### config.mk
export PLATFORM = sky130hd
export DESIGN_NAME = imem_uart_loader
export DESIGN_NICKNAME = d
export VERILOG_FILES = /design/src/rtl/imem_uart_loader.sv
export SDC_FILE = /design/constraint.sdc
export NUM_CORES = 1
export LEC_CHECK = 0
export ABC_AREA = 1
export ABC_CLOCK_PERIOD_IN_PS = 10100
export BUFFER_PORTS_ARGS = -buffer_cell sky130_fd_sc_hd__buf_2
export CAP_MARGIN = 0
export CORE_MARGIN = 2
export CORE_UTILIZATION = 55
export DETAILED_ROUTE_END_ITERATION = 8
export PLACE_DENSITY_LB_ADDON = 0.1
export SLEW_MARGIN = 20
export SYNTH_ARGS = -nofsm -noshare
export SYNTH_HDL_FRONTEND = slang
export SYNTH_SLANG_ARGS = --single-unit
### constraint.sdc
create_clock -name clk -period 10.1 [get_ports clk]
set_clock_uncertainty 0.15 [all_clocks]
set_input_delay 1.515 -clock clk [delete_from_list [all_inputs] [get_ports clk]]
set_output_delay 1.515 -clock clk [all_outputs]
set_load 0.03 [all_outputs]
### src/rtl/imem_uart_loader.sv
// imem_uart_loader: UART boot loader that writes a checksummed program image into instruction memory
module imem_uart_loader #(
    parameter int CLK_FREQ_HZ = 50_000_000,
    parameter int BAUD        = 115_200,
    parameter int ADDR_W      = 8,
    parameter int MAX_WORDS   = 256
) (
    input  logic              clk,
    input  logic              reset,
    input  logic              uart_rx,
    output logic              imem_we,
    output logic [ADDR_W-1:0] imem_addr,
    output logic [31:0]       imem_wdata,
    output logic              core_resetn,
    output logic              busy,
    output logic              load_done,
    output logic              load_error
);
    localparam int CPB   = CLK_FREQ_HZ / BAUD;
    localparam int CNT_W = $clog2(CPB);
    localparam logic [CNT_W-1:0] HALF_M1 = CNT_W'(CPB / 2 - 1);
    localparam logic [CNT_W-1:0] FULL_M1 = CNT_W'(CPB - 1);

    typedef enum logic [1:0] {RX_IDLE, RX_START, RX_DATA, RX_STOP} rx_state_t;
    typedef enum logic [2:0] {S_SYNC, S_CNT_LO, S_CNT_HI, S_DATA, S_CHECK, S_DONE, S_ERROR} ld_state_t;

    logic             r_rx_meta, r_rx_sync, r_rx_prev;
    rx_state_t        r_rx_state, w_rx_next;
    logic [CNT_W-1:0] r_clk_cnt;
    logic [2:0]       r_bit_idx;
    logic [7:0]       r_rx_shift;
    logic             w_tick_half, w_tick_full, w_byte_valid, w_frame_err;

    ld_state_t        r_state, w_next;
    logic [15:0]      r_cnt, r_idx, w_idx_inc, w_n;
    logic [7:0]       r_chk;
    logic [1:0]       r_bsel;
    logic [31:0]      r_asm, r_wdata;
    logic [ADDR_W-1:0] r_addr;
    logic             r_we, w_sync, w_word_end, w_busy;

    assign w_tick_half  = r_clk_cnt == HALF_M1;
    assign w_tick_full  = r_clk_cnt == FULL_M1;
    assign w_byte_valid = r_rx_state == RX_STOP && w_tick_full && r_rx_sync;
    assign w_frame_err  = r_rx_state == RX_STOP && w_tick_full && !r_rx_sync;

    // two-flop synchronizer plus one delayed copy for falling-edge detection
    always_ff @(posedge clk or posedge reset) begin
        if (reset) {r_rx_prev, r_rx_sync, r_rx_meta} <= 3'b111;
        else       {r_rx_prev, r_rx_sync, r_rx_meta} <= {r_rx_sync, r_rx_meta, uart_rx};
    end

    // receiver state register
    always_ff @(posedge clk or posedge reset) begin
        if (reset) r_rx_state <= RX_IDLE;
        else       r_rx_state <= w_rx_next;
    end

    // receiver sequencing: start edge, mid-start glitch check, 8 data bits, stop bit
    always_comb begin
        w_rx_next = r_rx_state;
        case (r_rx_state)
            RX_IDLE:  w_rx_next = (r_rx_prev && !r_rx_sync) ? RX_START : RX_IDLE;
            RX_START: if (w_tick_half) w_rx_next = r_rx_sync ? RX_IDLE : RX_DATA;
            RX_DATA:  if (w_tick_full && r_bit_idx == 3'd7) w_rx_next = RX_STOP;
            default:  if (w_tick_full) w_rx_next = RX_IDLE;
        endcase
    end

    // bit timer and LSB-first shift register
    always_ff @(posedge clk or posedge reset) begin
        if (reset) begin
            r_clk_cnt  <= '0;
            r_bit_idx  <= '0;
            r_rx_shift <= '0;
        end else begin
            r_clk_cnt <= (r_rx_state == RX_IDLE || w_rx_next != r_rx_state ||
                          (r_rx_state == RX_DATA && w_tick_full)) ? '0 : r_clk_cnt + 1'b1;
            if (r_rx_state == RX_DATA && w_tick_full) begin
                r_rx_shift <= {r_rx_sync, r_rx_shift[7:1]};
                r_bit_idx  <= r_bit_idx + 3'd1;
            end
        end
    end

    assign w_sync     = w_byte_valid && r_rx_shift == 8'hA5;
    assign w_n        = {r_rx_shift, r_cnt[7:0]};
    assign w_word_end = r_bsel == 2'd3;
    assign w_idx_inc  = r_idx + 16'd1;
    assign w_busy     = r_state inside {S_CNT_LO, S_CNT_HI, S_DATA, S_CHECK};

    // loader state register
    always_ff @(posedge clk or posedge reset) begin
        if (reset) r_state <= S_SYNC;
        else       r_state <= w_next;
    end

    // frame parser; a framing error while a load is in progress is fatal to that load
    always_comb begin
        w_next = r_state;
        case (r_state)
            S_SYNC, S_DONE, S_ERROR: w_next = w_sync ? S_CNT_LO : r_state;
            S_CNT_LO: w_next = w_byte_valid ? S_CNT_HI : S_CNT_LO;
            S_CNT_HI: if (w_byte_valid) w_next = (w_n > 16'(MAX_WORDS)) ? S_ERROR :
                                                 (w_n == 16'd0) ? S_CHECK : S_DATA;
            S_DATA:   if (w_byte_valid && w_word_end && w_idx_inc == r_cnt) w_next = S_CHECK;
            S_CHECK:  if (w_byte_valid) w_next = (r_rx_shift == r_chk) ? S_DONE : S_ERROR;
            default:  w_next = S_SYNC;
        endcase
        if (w_frame_err && w_busy) w_next = S_ERROR;
    end

    // count, checksum and word assembly; the write strobe fires the cycle after the 4th byte
    always_ff @(posedge clk or posedge reset) begin
        if (reset) begin
            r_cnt   <= '0;
            r_idx   <= '0;
            r_chk   <= '0;
            r_bsel  <= '0;
            r_asm   <= '0;
            r_we    <= 1'b0;
            r_addr  <= '0;
            r_wdata <= '0;
        end else begin
            r_we <= 1'b0;
            if (w_byte_valid) begin
                if (w_sync && !w_busy) begin
                    r_chk  <= '0;
                    r_idx  <= '0;
                    r_bsel <= '0;
                end
                if (r_state == S_CNT_LO) r_cnt[7:0] <= r_rx_shift;
                if (r_state == S_CNT_HI) r_cnt[15:8] <= r_rx_shift;
                if (r_state inside {S_CNT_LO, S_CNT_HI, S_DATA}) r_chk <= r_chk ^ r_rx_shift;
                if (r_state == S_DATA) begin
                    r_asm  <= {r_rx_shift, r_asm[31:8]};
                    r_bsel <= r_bsel + 2'd1;
                    if (w_word_end) begin
                        r_we    <= 1'b1;
                        r_addr  <= r_idx[ADDR_W-1:0];
                        r_wdata <= {r_rx_shift, r_asm[31:8]};
                        r_idx   <= w_idx_inc;
                    end
                end
            end
        end
    end

    assign imem_we     = r_we;
    assign imem_addr   = r_addr;
    assign imem_wdata  = r_wdata;
    assign core_resetn = r_state == S_DONE;
    assign busy        = w_busy;
    assign load_done   = r_state == S_DONE;
    assign load_error  = r_state == S_ERROR;
endmodule

==> results.md <==
- Outcome: complete, no violations
- Global-route wire length before repair: 24100 um
- Internal Power: 0.978 mW
- Initial Utilization: 0.562
- Vias: 5135
- Chip Width: 112 um
- PostCTS Resize Cnt: 0
- Antenna violations before repair: 0
- HP Class: register to register
- Commonest non-fill, non-tap cell in the layout: nand2_1
- Share of cells above drive strength 1: 0.143
- Buf/Inv on CP: 3
- Syn_nets: 766
- Chip Height: 112 um
- Via/cell ratio: 5.37
- GR Overflow Total: 0
- Largest net degree at the start of global routing: 84
- CTS root buf: clkbuf_16
- Diode count: 0
- Nets: 811
- Wirelength, routed: 14100 um
- Worst path max stage delay: 0.72 ns
- Overall power: 1.26 mW
- Most frequent cells in the layout: 185 x nand2_1, 132 x dfrtp_1, 98 x o21ai_0, 89 x inv_1, 70 x nand3_1
- Clock share of power: 0.500
- Core area: 11400 um2
- 1st-pass router iterations: 5
- Clock sinks: 135
- Post-Syn Area per Cell: 8.45 um2
- Sw Share: 0.223
- Maximum vdd drop: 0.217 mV
- Max Root-Sink Buffers: 2
- Netlist cell types: 40
- Syn Std Cell Area: 6380 um2
- CP Capture Type: register
- Footprint of the multi-input gates: 2540 um2
- Power Dens Cells: 172 nW/um2
- DRT iter0 DRCs: 332
- Area Growth Syn to Fin: 14.5%
- Setup CP Type: register to register
- Cell mode on critical path: nand3_1
- Endpoints failing setup: 0
- Synth Warn #: 0
- Critical path peak fanout: 50
- Net Sw Power: 0.281 mW
- Vias in the first global route: 4954
- I/O pins: 48
- RSZ-0062 raised after global routing: no
- Arr. time, crit path: 3.76 ns
- Layout fillers: 976
- Storage element area: 3380 um2
- CP top delay family: simple AND/OR/NAND/NOR gates
- WHS: 0.205 ns
- Crit-path cells: inv_1 -> ha_1 -> nand3_1 -> nor2_2 -> nand3_2 -> nor2_4 -> nand2_2 -> buf_4 -> clkinv_1 -> nand3_1 -> o21ai_0
- Die area: 12500 um2
- Post-CTS setup repair buffer count: 0
- Post-route ant nets: 0
- CTS tree: yes
- DR WL/cell: 14.7 um
- Relative slew margins: 0.400
- Max-cap violations: 0
- Cell Rows: 39
- Crit path launch type: register
- H-Tree Depth: 4
- Port-buffer cells: 47
- Leakage: 3.62 nW
- Worst EP required: 10.28 ns
- Non-Filler Instances: 957
- Number of failing hold endpoints at the final stage: 0
- Seq/Total Area, Yosys: 0.530
- Gate power share: 0.046
- GRT Overall Usage: 0.245
- #FFs+latches synth: 135
- RePlAce Congestion: 0.914
- Final core occ: 0.643
- Clk_lat worst skew: 0.42 ns
- CP max-delay cell: nor2_4
- CTS Hold Buffers Added: 0
- Sum of negative setup slack: 0 ns
- Fmax achieved: 279 MHz
- Crit path time final: 3.58 ns
- Cells after DPL: 925
- Final Max Tran Viols: 0
- Dpl hpwl: 9820 um
- Final Cycle Share: 0.354
- Sequential Power Share: 0.455
- DRC: 0
- Total CTS buffers: 17
- Clock slew at reported path FFs: 0.06 ns
- Worst Max-Slew Pin Slew: 0.898 ns
- Syn Inst Count: 756
## worst paths after layout
path	start	end	slack, ns	depth (start not counted)
worst max-delay path	r_clk_cnt[1]	r_idx[11]	6.52	11
worst min-delay path	r_rx_meta	r_rx_sync	0.20	0
worst max register to register	r_clk_cnt[1]	r_idx[11]	6.52	11
worst min register to register	r_rx_meta	r_rx_sync	0.20	0
max in group asynchronous	reset	r_idx[7]	7.62	3
min in group asynchronous	reset	imem_wdata[21]	1.03	2
## power by group through the flow
stage	registers, mW	clock network, mW	logic [mW]
after detailed placement	0.582	0	0.0584
final	0.573	0.629	0.0573
after global routing	0.575	0.663	0.0673
after CTS	0.572	0.640	0.0584
after global placement	0.581	0	0.0552
after floorplan	0.578	0	0.0463
## routing by layer
layer  up-vias  track usage  routed length (um)
li1       2547            -                   -
met1      2473        0.329                6650
met2        98        0.385                6780
met3        17       0.0593                 440
met4         0       0.0988                 203
met5         -            0                   0
## synthesized netlist by cell type (all sizes together)
master	n	area share
dfstp	3	0.012
nor2	62	0.047
nand2	194	0.12
nand3b	1	0.0012
nand3	76	0.064
xnor2	4	0.0055
xnor3	1	0.0035
nor3	8	0.0063
clkinv	1	0.00059
a21oi	2	0.0016
inv	91	0.053
mux2	2	0.0035
a211oi	1	0.0012
buf	10	0.010
ha	7	0.014
xor2	12	0.016
a22o	1	0.0016
o21ai	103	0.081
or2	1	0.00098
nor4	3	0.0029
dfrtp	132	0.52
and2	1	0.00098
nand4	14	0.014
o21bai	3	0.0035
o31ai	2	0.0024
a31o	1	0.0014
o22ai	7	0.0069
clkbuf	13	0.0076
## layout make-up
cell class                 count  share of cell area
multi-input combinational    506               0.348
clock inverter                12              0.0207
sequential                   135               0.462
timing repair buffer          49              0.0347
inverter                      92              0.0476
tap                          143              0.0245
clock buffer                  20              0.0624
## sequential cells by signal, indices dropped and copies added (netlist names), 2 cells and up
signal,count
imem_wdata,32
r_asm,24
r_cnt,16
r_idx,16
r_clk_cnt,9
imem_addr,8
r_chk,8
r_rx_shift,8
r_bit_idx,3
r_state,3
r_bsel,2
r_rx_state,2
## cells by family (layout without fill, tap and decap cells)
logic type	after synthesis	after routing	synth area share
xor+xnor	17	17	0.0255
simple gates	360	360	0.256
fa+ha+maj	7	7	0.0137
buf+inv	115	173	0.0721
flops	135	135	0.530
mux	2	2	0.00353
compound gates	120	120	0.0997
## stage by stage
step                worst slack (ns)  instance area (um2)
CTS                             6.51                 7310
finish                          6.52                 7310
floorplan                       4.83                 6380
detailed placement              6.51                 6700
global placement                6.66                 6700
global route                    6.15                 7310
No activity file was read; power rests on OpenSTA's default activity.
